File: src/rtl/game_flow_ctrl.sv
// game_flow_ctrl - top-level game sequencer for the Pac-Man core.
//
// Tracks game state, level and spare lives. Sequences the reload handshake
// for the board/item channels, runs the timed READY and DYING phases off
// the frame tick, and grants a single bonus life per game at a score
// threshold.
//
// Ports:
//   i_clk, i_rst_n   system clock, asynchronous active-low reset
//   i_game_start     start / continue pulse
//   i_game_pause     pause toggle pulse
//   i_tick           frame tick (one-cycle pulse)
//   i_reload_done    per-channel reload-complete (pulse or level)
//   i_pacman_eaten   pacman caught by a ghost
//   i_dot_clear      all dots eaten
//   i_score          current score
//   o_game_state     encoded state (see table)
//   o_reload_req     per-channel reload request
//   o_actor_reload   one-cycle pulse: reset ghost/pacman positions
//   o_level          current level (saturating)
//   o_lives          remaining spare lives
//   o_extra_life     one-cycle pulse when the bonus life is granted
//
// state    | meaning
// ---------+-----------------------------------------------------------
// IDLE     | 0: waiting for start
// RELOAD   | 1: board/item channels reloading, waiting for all done
// READY    | 2: timed get-ready pause before play
// PLAY     | 3: game running
// PAUSE    | 4: frozen until the next pause pulse
// DYING    | 5: timed death animation
// CLEAR    | 6: level cleared, waiting for start of the next level
// GAMEOVER | 7: no lives left, waiting for start

module game_flow_ctrl #(
    parameter int N_RELOAD         = 2,
    parameter int LIVES_INIT       = 3,
    parameter int MAX_LIVES        = 9,
    parameter int LEVEL_W          = 8,
    parameter int MAX_LEVEL        = 255,
    parameter int READY_TICKS      = 120,
    parameter int DEATH_TICKS      = 90,
    parameter int SCORE_W          = 20,
    parameter int EXTRA_LIFE_SCORE = 10000
) (
    input  logic                i_clk,
    input  logic                i_rst_n,
    input  logic                i_game_start,
    input  logic                i_game_pause,
    input  logic                i_tick,
    input  logic [N_RELOAD-1:0] i_reload_done,
    input  logic                i_pacman_eaten,
    input  logic                i_dot_clear,
    input  logic [SCORE_W-1:0]  i_score,
    output logic [3:0]          o_game_state,
    output logic [N_RELOAD-1:0] o_reload_req,
    output logic                o_actor_reload,
    output logic [LEVEL_W-1:0]  o_level,
    output logic [3:0]          o_lives,
    output logic                o_extra_life
);

    localparam int TMR_MAX = (READY_TICKS > DEATH_TICKS) ? READY_TICKS : DEATH_TICKS;
    localparam int TMR_W   = (TMR_MAX > 0) ? $clog2(TMR_MAX + 1) : 1;

    localparam logic [TMR_W-1:0]    READY_LOAD = TMR_W'(READY_TICKS);
    localparam logic [TMR_W-1:0]    DEATH_LOAD = TMR_W'(DEATH_TICKS);
    localparam logic [N_RELOAD-1:0] ALL_DONE   = '1;

    typedef enum logic [3:0] {
        S_IDLE     = 4'd0,
        S_RELOAD   = 4'd1,
        S_READY    = 4'd2,
        S_PLAY     = 4'd3,
        S_PAUSE    = 4'd4,
        S_DYING    = 4'd5,
        S_CLEAR    = 4'd6,
        S_GAMEOVER = 4'd7
    } state_t;

    state_t              state_q, state_d;
    logic [N_RELOAD-1:0] req_q, req_d;
    logic [N_RELOAD-1:0] mask_q, mask_d;
    logic [LEVEL_W-1:0]  level_q, level_d;
    logic [3:0]          lives_q, lives_d, lives_eff;
    logic                bonus_q, bonus_d;
    logic [TMR_W-1:0]    timer_q, timer_d;
    logic                actor_q, actor_d;
    logic                extra_q, extra_d;
    logic                award;

    // The bonus is folded into lives before any state-driven update, so a
    // bonus landing on the DYING expiry cycle is counted before the loss.
    always_comb begin
        award = (state_q != S_IDLE) && (state_q != S_GAMEOVER) && !bonus_q &&
                (i_score >= SCORE_W'(EXTRA_LIFE_SCORE));
        lives_eff = lives_q;
        if (award && (lives_q < 4'(MAX_LIVES))) begin
            lives_eff = lives_q + 4'd1;
        end
    end

    always_comb begin
        state_d = state_q;
        req_d   = req_q;
        mask_d  = mask_q;
        level_d = level_q;
        lives_d = lives_eff;
        bonus_d = bonus_q | award;
        timer_d = timer_q;
        actor_d = 1'b0;
        extra_d = award;

        case (state_q)
            S_IDLE: begin
                if (i_game_start) begin
                    state_d = S_RELOAD;
                    req_d   = '1;
                    mask_d  = '0;
                    level_d = LEVEL_W'(1);
                    lives_d = 4'(LIVES_INIT);
                    bonus_d = 1'b0;
                end
            end
            S_RELOAD: begin
                // Request drops together with the mask bit becoming visible.
                mask_d = mask_q | i_reload_done;
                req_d  = req_q & ~(mask_q | i_reload_done);
                if (mask_q == ALL_DONE) begin
                    state_d = S_READY;
                    timer_d = READY_LOAD;
                    actor_d = 1'b1;
                end
            end
            S_READY: begin
                if (timer_q == '0) begin
                    state_d = S_PLAY;
                end else if (i_tick) begin
                    timer_d = timer_q - TMR_W'(1);
                end
            end
            S_PLAY: begin
                if (i_game_pause) begin
                    state_d = S_PAUSE;
                end else if (i_pacman_eaten) begin
                    state_d = S_DYING;
                    timer_d = DEATH_LOAD;
                end else if (i_dot_clear) begin
                    state_d = S_CLEAR;
                end
            end
            S_PAUSE: begin
                if (i_game_pause) begin
                    state_d = S_PLAY;
                end
            end
            S_DYING: begin
                if (timer_q == '0) begin
                    if (lives_eff == 4'd0) begin
                        state_d = S_GAMEOVER;
                    end else begin
                        lives_d = lives_eff - 4'd1;
                        actor_d = 1'b1;
                        state_d = S_READY;
                        timer_d = READY_LOAD;
                    end
                end else if (i_tick) begin
                    timer_d = timer_q - TMR_W'(1);
                end
            end
            S_CLEAR: begin
                if (i_game_start) begin
                    state_d = S_RELOAD;
                    req_d   = '1;
                    mask_d  = '0;
                    if (level_q < LEVEL_W'(MAX_LEVEL)) begin
                        level_d = level_q + LEVEL_W'(1);
                    end
                end
            end
            S_GAMEOVER: begin
                if (i_game_start) begin
                    state_d = S_IDLE;
                end
            end
            default: state_d = S_IDLE;
        endcase
    end

    always_ff @(posedge i_clk or negedge i_rst_n) begin
        if (!i_rst_n) begin
            state_q <= S_IDLE;
            req_q   <= '0;
            mask_q  <= '0;
            level_q <= LEVEL_W'(1);
            lives_q <= 4'(LIVES_INIT);
            bonus_q <= 1'b0;
            timer_q <= '0;
            actor_q <= 1'b0;
            extra_q <= 1'b0;
        end else begin
            state_q <= state_d;
            req_q   <= req_d;
            mask_q  <= mask_d;
            level_q <= level_d;
            lives_q <= lives_d;
            bonus_q <= bonus_d;
            timer_q <= timer_d;
            actor_q <= actor_d;
            extra_q <= extra_d;
        end
    end

    assign o_game_state   = state_q;
    assign o_reload_req   = req_q;
    assign o_actor_reload = actor_q;
    assign o_level        = level_q;
    assign o_lives        = lives_q;
    assign o_extra_life   = extra_q;

endmodule

File: config.mk
export PLATFORM = sky130hd
export DESIGN_NAME = game_flow_ctrl
export DESIGN_NICKNAME = d
export VERILOG_FILES = /design/src/rtl/game_flow_ctrl.sv
export SDC_FILE = /design/constraint.sdc
export NUM_CORES = 1
export LEC_CHECK = 0
export BUFFER_PORTS_ARGS = -buffer_cell sky130_fd_sc_hd__buf_2
export CORE_ASPECT_RATIO = 0.75
export CORE_MARGIN = 4
export CORE_UTILIZATION = 40
export DETAILED_ROUTE_END_ITERATION = 6
export GPL_TIMING_DRIVEN = 0
export PLACE_DENSITY = 0.61
export SETUP_SLACK_MARGIN = 0.02
export SYNTH_ARGS = -nofsm -noshare
export SYNTH_HDL_FRONTEND = slang
export SYNTH_SLANG_ARGS = --single-unit
File: constraint.sdc
create_clock -name i_clk -period 3.3 [get_ports i_clk]
set_input_delay 0.66 -clock i_clk [delete_from_list [all_inputs] [get_ports i_clk]]
set_output_delay 0.66 -clock i_clk [all_outputs]
set_load 0.05 [all_outputs]
# ---- After elaboration in Yosys (flattened, before gate mapping)
# Cells that the tools add are included.
dict set report classes {
  bitwise_logic 4
  eq_ne 23
  reduce_logical 17
  n_mux 38
  n_lt_le_gt_ge 3
  n_addsub 4
}
# operator n
set op_table {}
lappend op_table {{$mux W4} 13}
lappend op_table {{$mux W7} 7}
lappend op_table {{$pmux W4 S7} 1}
lappend op_table {{$pmux W7 S4} 1}
lappend op_table {{$mux W8} 3}
lappend op_table {{$ne A2 B2 Y1 const B} 11}
lappend op_table {{$ge A20 B14 Y1 const B} 1}
lappend op_table {{$eq A4 B3 Y1 const B} 4}
lappend op_table {{$pmux W8 S2} 1}
lappend op_table {{$add A8 B1 Y8 const B} 1}
lappend op_table {{$eq A4 B2 Y1 const B} 2}
lappend op_table {{$logic_not A4 Y1} 2}
lappend op_table {{$lt A8 B8 Y1 const B} 1}
lappend op_table {{$pmux W2 S2} 2}
lappend op_table {{$pmux W4 S2} 1}
lappend op_table {{$reduce_bool A4 Y1} 2}
lappend op_table {{$logic_not A7 Y1} 1}
lappend op_table {{$reduce_and A7 Y1} 1}
lappend op_table {{$sub A7 B1 Y7 const B} 1}
lappend op_table {{$reduce_and A6 Y1} 1}
lappend op_table {{$mux W1} 5}
lappend op_table {{$add A4 B1 Y4 const B} 1}
lappend op_table {{$eq A4 B1 Y1 const B} 1}
lappend op_table {{$logic_and A1 B1 Y1} 4}
lappend op_table {{19 further kinds} 21}
dict set report totals {
  input_bits 29
  register_bits 30
  output_inout_bits 20
  word_cells 98
}

# ---- Longest topological paths before layout
# Gate-level depths: netlist of the first run.
dict set report logic_depth {
  depth_word 10
  depth_mapped 11
  mapped_depth_nobuf 11
}

# ---- Worst setup path after synthesis of the first run
# Ideal clock, no wire load.
dict set report synth_path {
  kind {register to register}
  from {register state_q[2], in the netlist o_game_state[2]}
  to {register timer_q[2]}
  period_less_slack_ns 2.659
  path_slack_ns 0.641
  setup_time_ns 0.133
  stages_incl_launch_ff 11
  path_buffers 1
  arrival_time_ns 2.526
  required_ns 3.167
  cell_sequence {dfrtp_1 -> clkbuf_1 -> nor3_1 -> nor3_1 -> o211ai_1 -> xnor2_1 -> ha_1 -> and2_1 -> and4_1 -> o31ai_1 -> o21ai_0}
}
dict set report synth_between {
  elab_chain_cells 9
  elab_cells_between_ends 20
  classes_between {eq/ne (10); mux (2); reduce/logical (8)}
}
# item line
set synth_lines {}
lappend synth_lines {{from (decl)} 81} ;# state_t state_q, state_d;
lappend synth_lines {{from (signal assigned)} 202} ;# state_q <= state_d;
lappend synth_lines {{$ne A4 B3 Y1 / $reduce_bool A4 Y1 (equally long branches)} 95} ;# award = (state_q != S_IDLE) && (state_q != S_GAMEOVER) && !bonus_q &&
lappend synth_lines {{$logic_and A1 B1 Y1 (3 in series)} 95}
lappend synth_lines {{$logic_and A1 B1 Y1} 98} ;# if (award && (lives_q < 4'(MAX_LIVES))) begin
lappend synth_lines {{$mux W4} 98}
lappend synth_lines {{$logic_not A4 Y1} 159} ;# if (lives_eff == 4'd0) begin
lappend synth_lines {{$ne A3 B3 Y1 (no source line)} n/a}
lappend synth_lines {{$reduce_and A6 Y1 (no source line)} n/a}
lappend synth_lines {{to (signal assigned)} 208} ;# timer_q <= timer_d;
lappend synth_lines {{to (decl)} 87} ;# logic [TMR_W-1:0] timer_q, timer_d;
# Parallel ways exist; a longest one is shown, timed or not.
# A chain may end at the register's enable or synchronous reset.

# ---- Final worst setup path of the first run
dict set report layout_path {
  from {input i_score[19]}
  to {register timer_q[1]}
}
dict set report layout_between {
  elab_chain_cells 7
}
# item line
set layout_lines {}
lappend layout_lines {{from (decl)} 54} ;# input logic [SCORE_W-1:0] i_score,
lappend layout_lines {{$ge A20 B14 Y1} 96} ;# (i_score >= SCORE_W'(EXTRA_LIFE_SCORE));
lappend layout_lines {{$logic_and A1 B1 Y1} 95}
lappend layout_lines {{$logic_and A1 B1 Y1} 98}
lappend layout_lines {{$mux W4} 98}
lappend layout_lines {{$logic_not A4 Y1} 159}
lappend layout_lines {{$ne A3 B3 Y1 (no source line)} n/a}
lappend layout_lines {{$reduce_and A6 Y1 (no source line)} n/a}
# No other way between the ends.

==> results.md, run 1 <==
* Outcome: completed
* IO Pins at 49
* Syn Nets at 268
* Cell mode on critical path: o211ai_1
* Fraction of registers with async set/reset at 1.00
* Iter 0 DRT Violations at 90
* Placed inst area at 2240 µm²
* CP startpoint kind: primary input
* DP HPWL at 3790 µm
* Routing usage on met2 at 0.257
* Synthesized area at 1960 µm²
* Initial Util at 0.425
* Leak Pwr at 1.07 nW
* Place WS at 95.2 ps
* Setup ws final at 378 ps
* Synth area leader: dfrtp_1
* Final Instance Area at 2360 µm²
* Worst path cell trace: buf_2, nor4_1, o211ai_1, o211ai_1, mux2i_1, ha_1, and2_1, nand4_1, o211ai_1, a22o_1
* Area Overhead vs Synth at 20.6%
* Grt peak-use layer: met1
* Crit. End Element: flip-flop
* Antenna violations before repair at 0
* Top Family by Delay on Critical Path: compound AO/OA/AOI/OAI gates
* Latest clock arrival within the worst-skew pair at 280 ps
* Routed vias at 1906
* Slew HR at 0.541
* Post_cts resized at 0
* Vias per cell at 5.59
* Wire per inst at 14.6 µm
* GR Util met3 at 0.0439
* WP buf/inv at 1
* Clock buffers created by TritonCTS at 5
* # rows at 21
* Share of layout cells above drive strength 1 at 0.218
* Worst path slowest cell: o211ai_1
* Die X at 88.7 µm
* Worst path max stage delay at 410 ps
* Die ar. at 6080 µm²
* H-tree levels at 2
* CTS root buffer: clkbuf_8
* Top cells by count, synth: 26 x dfrtp_1, 24 x nor2_1, 20 x nand2_1, 20 x o21ai_0, 14 x a21oi_1
* Max clock buf depth at 2
* Inserted Diodes at 0
* Yosys reg bits at 29
* YS warnings at 0
* First-pass GRT wire length at 8490 µm
* Synth top area share at 0.333
* Crit path DAT at 3140 ps
* Post-CTS setup buffers at 0
* Critical Path RT at 3520 ps
* Placer Congestion at 0.829
* Number of global-route vias before repair at 1773
* 1st-pass router iterations at 4
* Critical Path Fanout Max at 5
* Sequential fraction of the synthesis area at 0.373
* Worst vdd ir at 491 µV
* Final core utilization at 0.513
* CTS Sinks at 29
* Number of synthesized flops with an enable pin at 0
* Final period util at 0.886
* Met1 Usage GRT at 0.268
* Post-route setup TNS at 0 ps
* CTS tree: done
* Core area at 4600 µm²
* Overall power at 2.26 mW
* Main synth FF type: dfrtp_1
* Max-Cap Viols at 0
* Setup CP Type: primary input to flip-flop
* Fin. max-slew vios at 0
* Post-Syn Instances at 233
* Number of I/O port buffers at 43
* Worst-margin pin slew at 688 ps
* RSZ-0062 raised after global routing: false
* Die Y-Extent at 68.6 µm
* CTS Hold Bufs at 0
* Clock Skews at 7.63 ps
* Final setup vio count at 0
* Clk slew on worst S/H paths at 60 ps
* Nets at 318
* Fillers at 453
* Pwr dens at 960 nW/µm²
* Most common cell in the netlist: dfrtp_1
* Post-layout min period at 2920 ps
* Total gr overflow at 0
* DRC at 0
* Final antenna-violating net count at 0
* Peak Freq at 0.342 GHz
* Mapped Avg Cell Area at 8.39 µm²
* Largest net degree at the start of global routing at 30
* Hold crit path type: primary input to asynchronous set/reset pin
* Count of cell types in the netlist at 54
* Top cells by area, synth: dfrtp_1 33%, o21ai_0 5.1%, nor2_1 4.6%
* Final WL at 4980 µm
* Final hold violation count at 0
* Overall routing resource usage at 0.182
[registers in the layout, summed over array words and instances (netlist names)]
name / cells
bonus_q: 1
mask_q: 2
o_actor_reload: 1
o_extra_life: 1
o_game_state: 3
o_level: 8
o_lives: 4
o_reload_req: 2
timer_q: 7
[layout make-up]
class / count / area, µm² / share of cell area
Buffer: 10 / 42.5 / 0.0180
Clock buffer: 7 / 86.3 / 0.0366
Clock inverter: 1 / 30.0 / 0.0127
Inverter: 11 / 41.3 / 0.0175
Multi-Input combinational cell: 183 / 1140 / 0.484
Sequential cell: 29 / 729 / 0.309
Tap cell: 57 / 71.3 / 0.0302
Timing Repair Buffer: 43 / 215 / 0.0912
[kinds of logic (layout without fill, tap and decap cells)]
logic type,after synthesis,in the layout,synth area share
compound gates,71,71,0.240
other cells,1,1,0.00192
simple gates,93,93,0.244
fa+ha+maj,6,6,0.0384
flops,29,29,0.373
buf+inv,21,72,0.0429
mux,7,7,0.0371
xor+xnor,5,5,0.0224
[power breakdown]
part           internal [mW]  switching [mW]
sequential             0.493           0.127
clock                  0.246           0.139
combinational          0.439           0.820
total                   1.18            1.09
[routing by layer]
| metal | up-vias | part of all wire |
|---|---|---|
| met4 | 0 | 0.018 |
| li1 | 947 | - |
| met1 | 898 | 0.53 |
| met5 | - | 0 |
| met2 | 51 | 0.39 |
| met3 | 10 | 0.058 |
[worst reg2reg max path: cells and delay by family, from the launching register on]
family                     cells  cell delay (ps)
adders and majority gates      1              270
and+or+nand+nor                4             1000
xor gates and xnor gates       1              310
AOI/OAI and AO/OA              3              660
DFF                            1              380
buffers and inverters          1              200
[stage by stage]
stage	std cells	hold WS, ps
6_report	341	413
5_1_grt	341	461
4_1_cts	341	439
3_5_place_dp	333	493
3_3_place_gp	333	494
2_1_floorplan	233	364
[final timing paths]
check / from / to / slack [ps] / depth (start not counted)
worst max-delay path: i_score[19] / timer_q[1]$_DFFE_PN0P_ / 380 / 10
worst min-delay path: i_rst_n / o_level[3]$_DFFE_PN0P_ / 410 / 1
worst max register to register: o_game_state[2]$_DFFE_PN0P_ / timer_q[1]$_DFFE_PN0P_ / 400 / 10
worst min register to register: timer_q[2]$_DFFE_PN0P_ / timer_q[2]$_DFFE_PN0P_ / 500 / 1
max in group asynchronous: i_rst_n / o_reload_req[1]$_DFFE_PN0P_ / 2440 / 1
min in group i_clk: timer_q[2]$_DFFE_PN0P_ / timer_q[2]$_DFFE_PN0P_ / 500 / 1
[layout by cell type, fill, tap and decap left out, types with 3 or more instances in the layout]
master and n:
nor2_1 24, dfrtp_1 26, mux2i_1 5, clkbuf_8 6, clkbuf_1 9, nand2b_1 5, and2_1 5, nor3_1 9
nand4_1 3, o31ai_1 6, inv_1 10, xnor2_1 4, o211ai_1 4, dfstp_2 3, nand2_1 20, and3_1 4
nor2b_1 7, o21a_1 4, buf_2 44, a21oi_1 14, ha_1 6, nand3_1 3, o21ai_0 20
Power figures use the tool's default switching activity.
==> run 2, diff against run 1 <==
Settings changed: BUFFER_PORTS_ARGS -buffer_cell sky130_fd_sc_hd__buf_2 to -buffer_cell sky130_fd_sc_hd__clkbuf_2.
==> results.md, run 2 (same netlist as run 1, synthesis figures left out) <==
* Critical Path Fanout Max at 9 (+4)
* Reg2reg end: timer_q[1]$_DFFE_PN0P_
* Fillers at 442 (-2.4%)
* DP HPWL at 3710 µm (-2.2%)
* Clock Skews at 7.75 ps (+0.126 ps)
* Final hold violation count at 0 (unchanged)
* Iter 0 DRT Violations at 48 (-47%)
* IO Pins at 49 (unchanged)
* Share of layout cells above drive strength 1 at 0.218 (unchanged)
* Vias per cell at 5.41 (-3.3%)
* Max reg flops at 8 (unchanged)
* Crit. End Element: flip-flop
* Die X at 88.7 µm (unchanged)
* 1st-pass router iterations at 4 (unchanged)
* H-tree levels at 2 (unchanged)
* Area Overhead vs Synth at 20.6% (unchanged)
* Critical Path RT at 3510 ps (about the same)
* Setup CP Type: flip-flop to flip-flop
* Worst r2r path cells at 10 (unchanged)
* Inserted Diodes at 0 (unchanged)
* Pwr dens at 956 nW/µm² (-0.39%)
* Clk slew on worst S/H paths at 70 ps (about the same)
* Leak Pwr at 1.07 nW (-0.23%)
* Placer Congestion at 0.818 (-1.3%)
* Wire per inst at 14.1 µm (-3.3%)
* Most common cell after layout, fill and taps aside: clkbuf_2
* Die ar. at 6080 µm² (unchanged)
* Post-layout min period at 2870 ps (-51.8 ps)
* Core area at 4600 µm² (unchanged)
* Final period util at 0.870 (-0.0157)
* Die Y-Extent at 68.6 µm (unchanged)
* Total gr overflow at 0 (unchanged)
* Final antenna-violating net count at 0 (unchanged)
* RSZ-0062 raised after global routing: false
* First-pass GRT wire length at 8310 µm (-2.1%)
* Final setup vio count at 0 (unchanged)
* Number of I/O port buffers at 43 (unchanged)
* CTS Sinks at 29 (unchanged)
* Max clock buf depth at 2 (unchanged)
* Fin. max-slew vios at 0 (unchanged)
* Final core utilization at 0.513 (unchanged)
* Clock buffers created by TritonCTS at 5 (unchanged)
* Latest clock arrival within the worst-skew pair at 280 ps (about the same)
* Flop2flop setup slack at 430 ps (+30 ps)
* Peak Freq at 0.348 GHz (+1.8%)
* Largest net degree at the start of global routing at 30 (unchanged)
* Outcome: completed
* Antenna violations before repair at 0 (unchanged)
* RR Startpoint: o_game_state[2]$_DFFE_PN0P_
* Slew HR at 0.514 (-0.0270)
* Overall routing resource usage at 0.179 (-0.00361)
* CP startpoint kind: flip-flop
* Number of global-route vias before repair at 1715 (-3.3%)
* CTS Hold Bufs at 0 (unchanged)
* # rows at 21 (unchanged)
* Hold crit path type: primary input to asynchronous set/reset pin
* Nets at 318 (unchanged)
* CTS root buffer: clkbuf_8
* Final WL at 4810 µm (-3.3%)
* Routed vias at 1844 (-3.3%)
* CTS tree: done
* Post_cts resized at 0 (unchanged)
* Post-route setup TNS at 0 ps (unchanged)
* Max-Cap Viols at 0 (unchanged)
* Crit path DAT at 3080 ps (-60 ps)
* Worst vdd ir at 480 µV (-2.2%)
* Worst-margin pin slew at 729 ps (+40.5 ps)
* Most frequent cells in the layout: 43 x clkbuf_2, 26 x dfrtp_1, 24 x nor2_1
* Post-CTS setup buffers at 0 (unchanged)
* DRC at 0 (unchanged)
* Initial Util at 0.425 (unchanged)
-- run 2: final cells by class --
| class | count | area (µm²) | share of cell area |
|---|---|---|---|
| multi-input combinational | 183 | 1140 | 0.484 |
| sequential | 29 | 729 | 0.309 |
| timing repair buffer | 43 | 215 | 0.0912 |
| clock buffer | 7 | 86.3 | 0.0366 |
| tap | 57 | 71.3 | 0.0302 |
| buffer | 10 | 42.5 | 0.0180 |
| inverter | 11 | 41.3 | 0.0175 |
| clock inverter | 1 | 30.0 | 0.0127 |
-- run 2: worst max-delay path: stages, from the launching register on --
cell and delay [ps]:
dfrtp_1 380, clkbuf_1 190, and3_1 220, nor3_1 300, o211ai_1 260, xnor2_1 310
ha_1 270, and2_1 200, nand4_1 270, o211ai_1 230, a22o_1 180
-- run 2: worst max path at each step --
stage	endpoint	cells after the start	slack [ps]	start
2_1_floorplan	timer_q[2]$_DFFE_PN0P_	10	640	o_game_state[2]$_DFFE_PN0P_
3_3_place_gp	timer_q[1]$_DFFE_PN0P_	10	170	i_score[19]
3_5_place_dp	timer_q[1]$_DFFE_PN0P_	10	170	i_score[19]
4_1_cts	timer_q[1]$_DFFE_PN0P_	10	460	i_score[19]
5_1_grt	timer_q[1]$_DFFE_PN0P_	10	140	o_game_state[2]$_DFFE_PN0P_
6_report	timer_q[1]$_DFFE_PN0P_	10	430	o_game_state[2]$_DFFE_PN0P_
-- run 2: power by group --
part	internal [mW]	switching [mW]	total [mW]
Combinational	0.437	0.820	1.26
Sequential	0.493	0.124	0.617
Clock	0.246	0.135	0.381
Total	1.18	1.08	2.25
-- run 2: metrics by stage --
step                      setup WS [ps]  power [mW]  instances  hold slack, ps  area [µm²]
after floorplan                     641        1.58        233             364        1960
after global placement              170        1.87        333             494        2240
after detailed placement            168        1.87        333             498        2240
after CTS                           457        2.26        341             456        2360
after global routing                141        2.46        341             482        2360
final                               430        2.25        341             424        2360
-- run 2: routing by layer --
metal	wire length [µm]	vias to the layer above	global-route usage
met1	2640	843	0.260
met3	251	4	0.0606
met4	31	0	0.0491
met5	0	-	0
met2	1890	45	0.249
li1	-	952	-
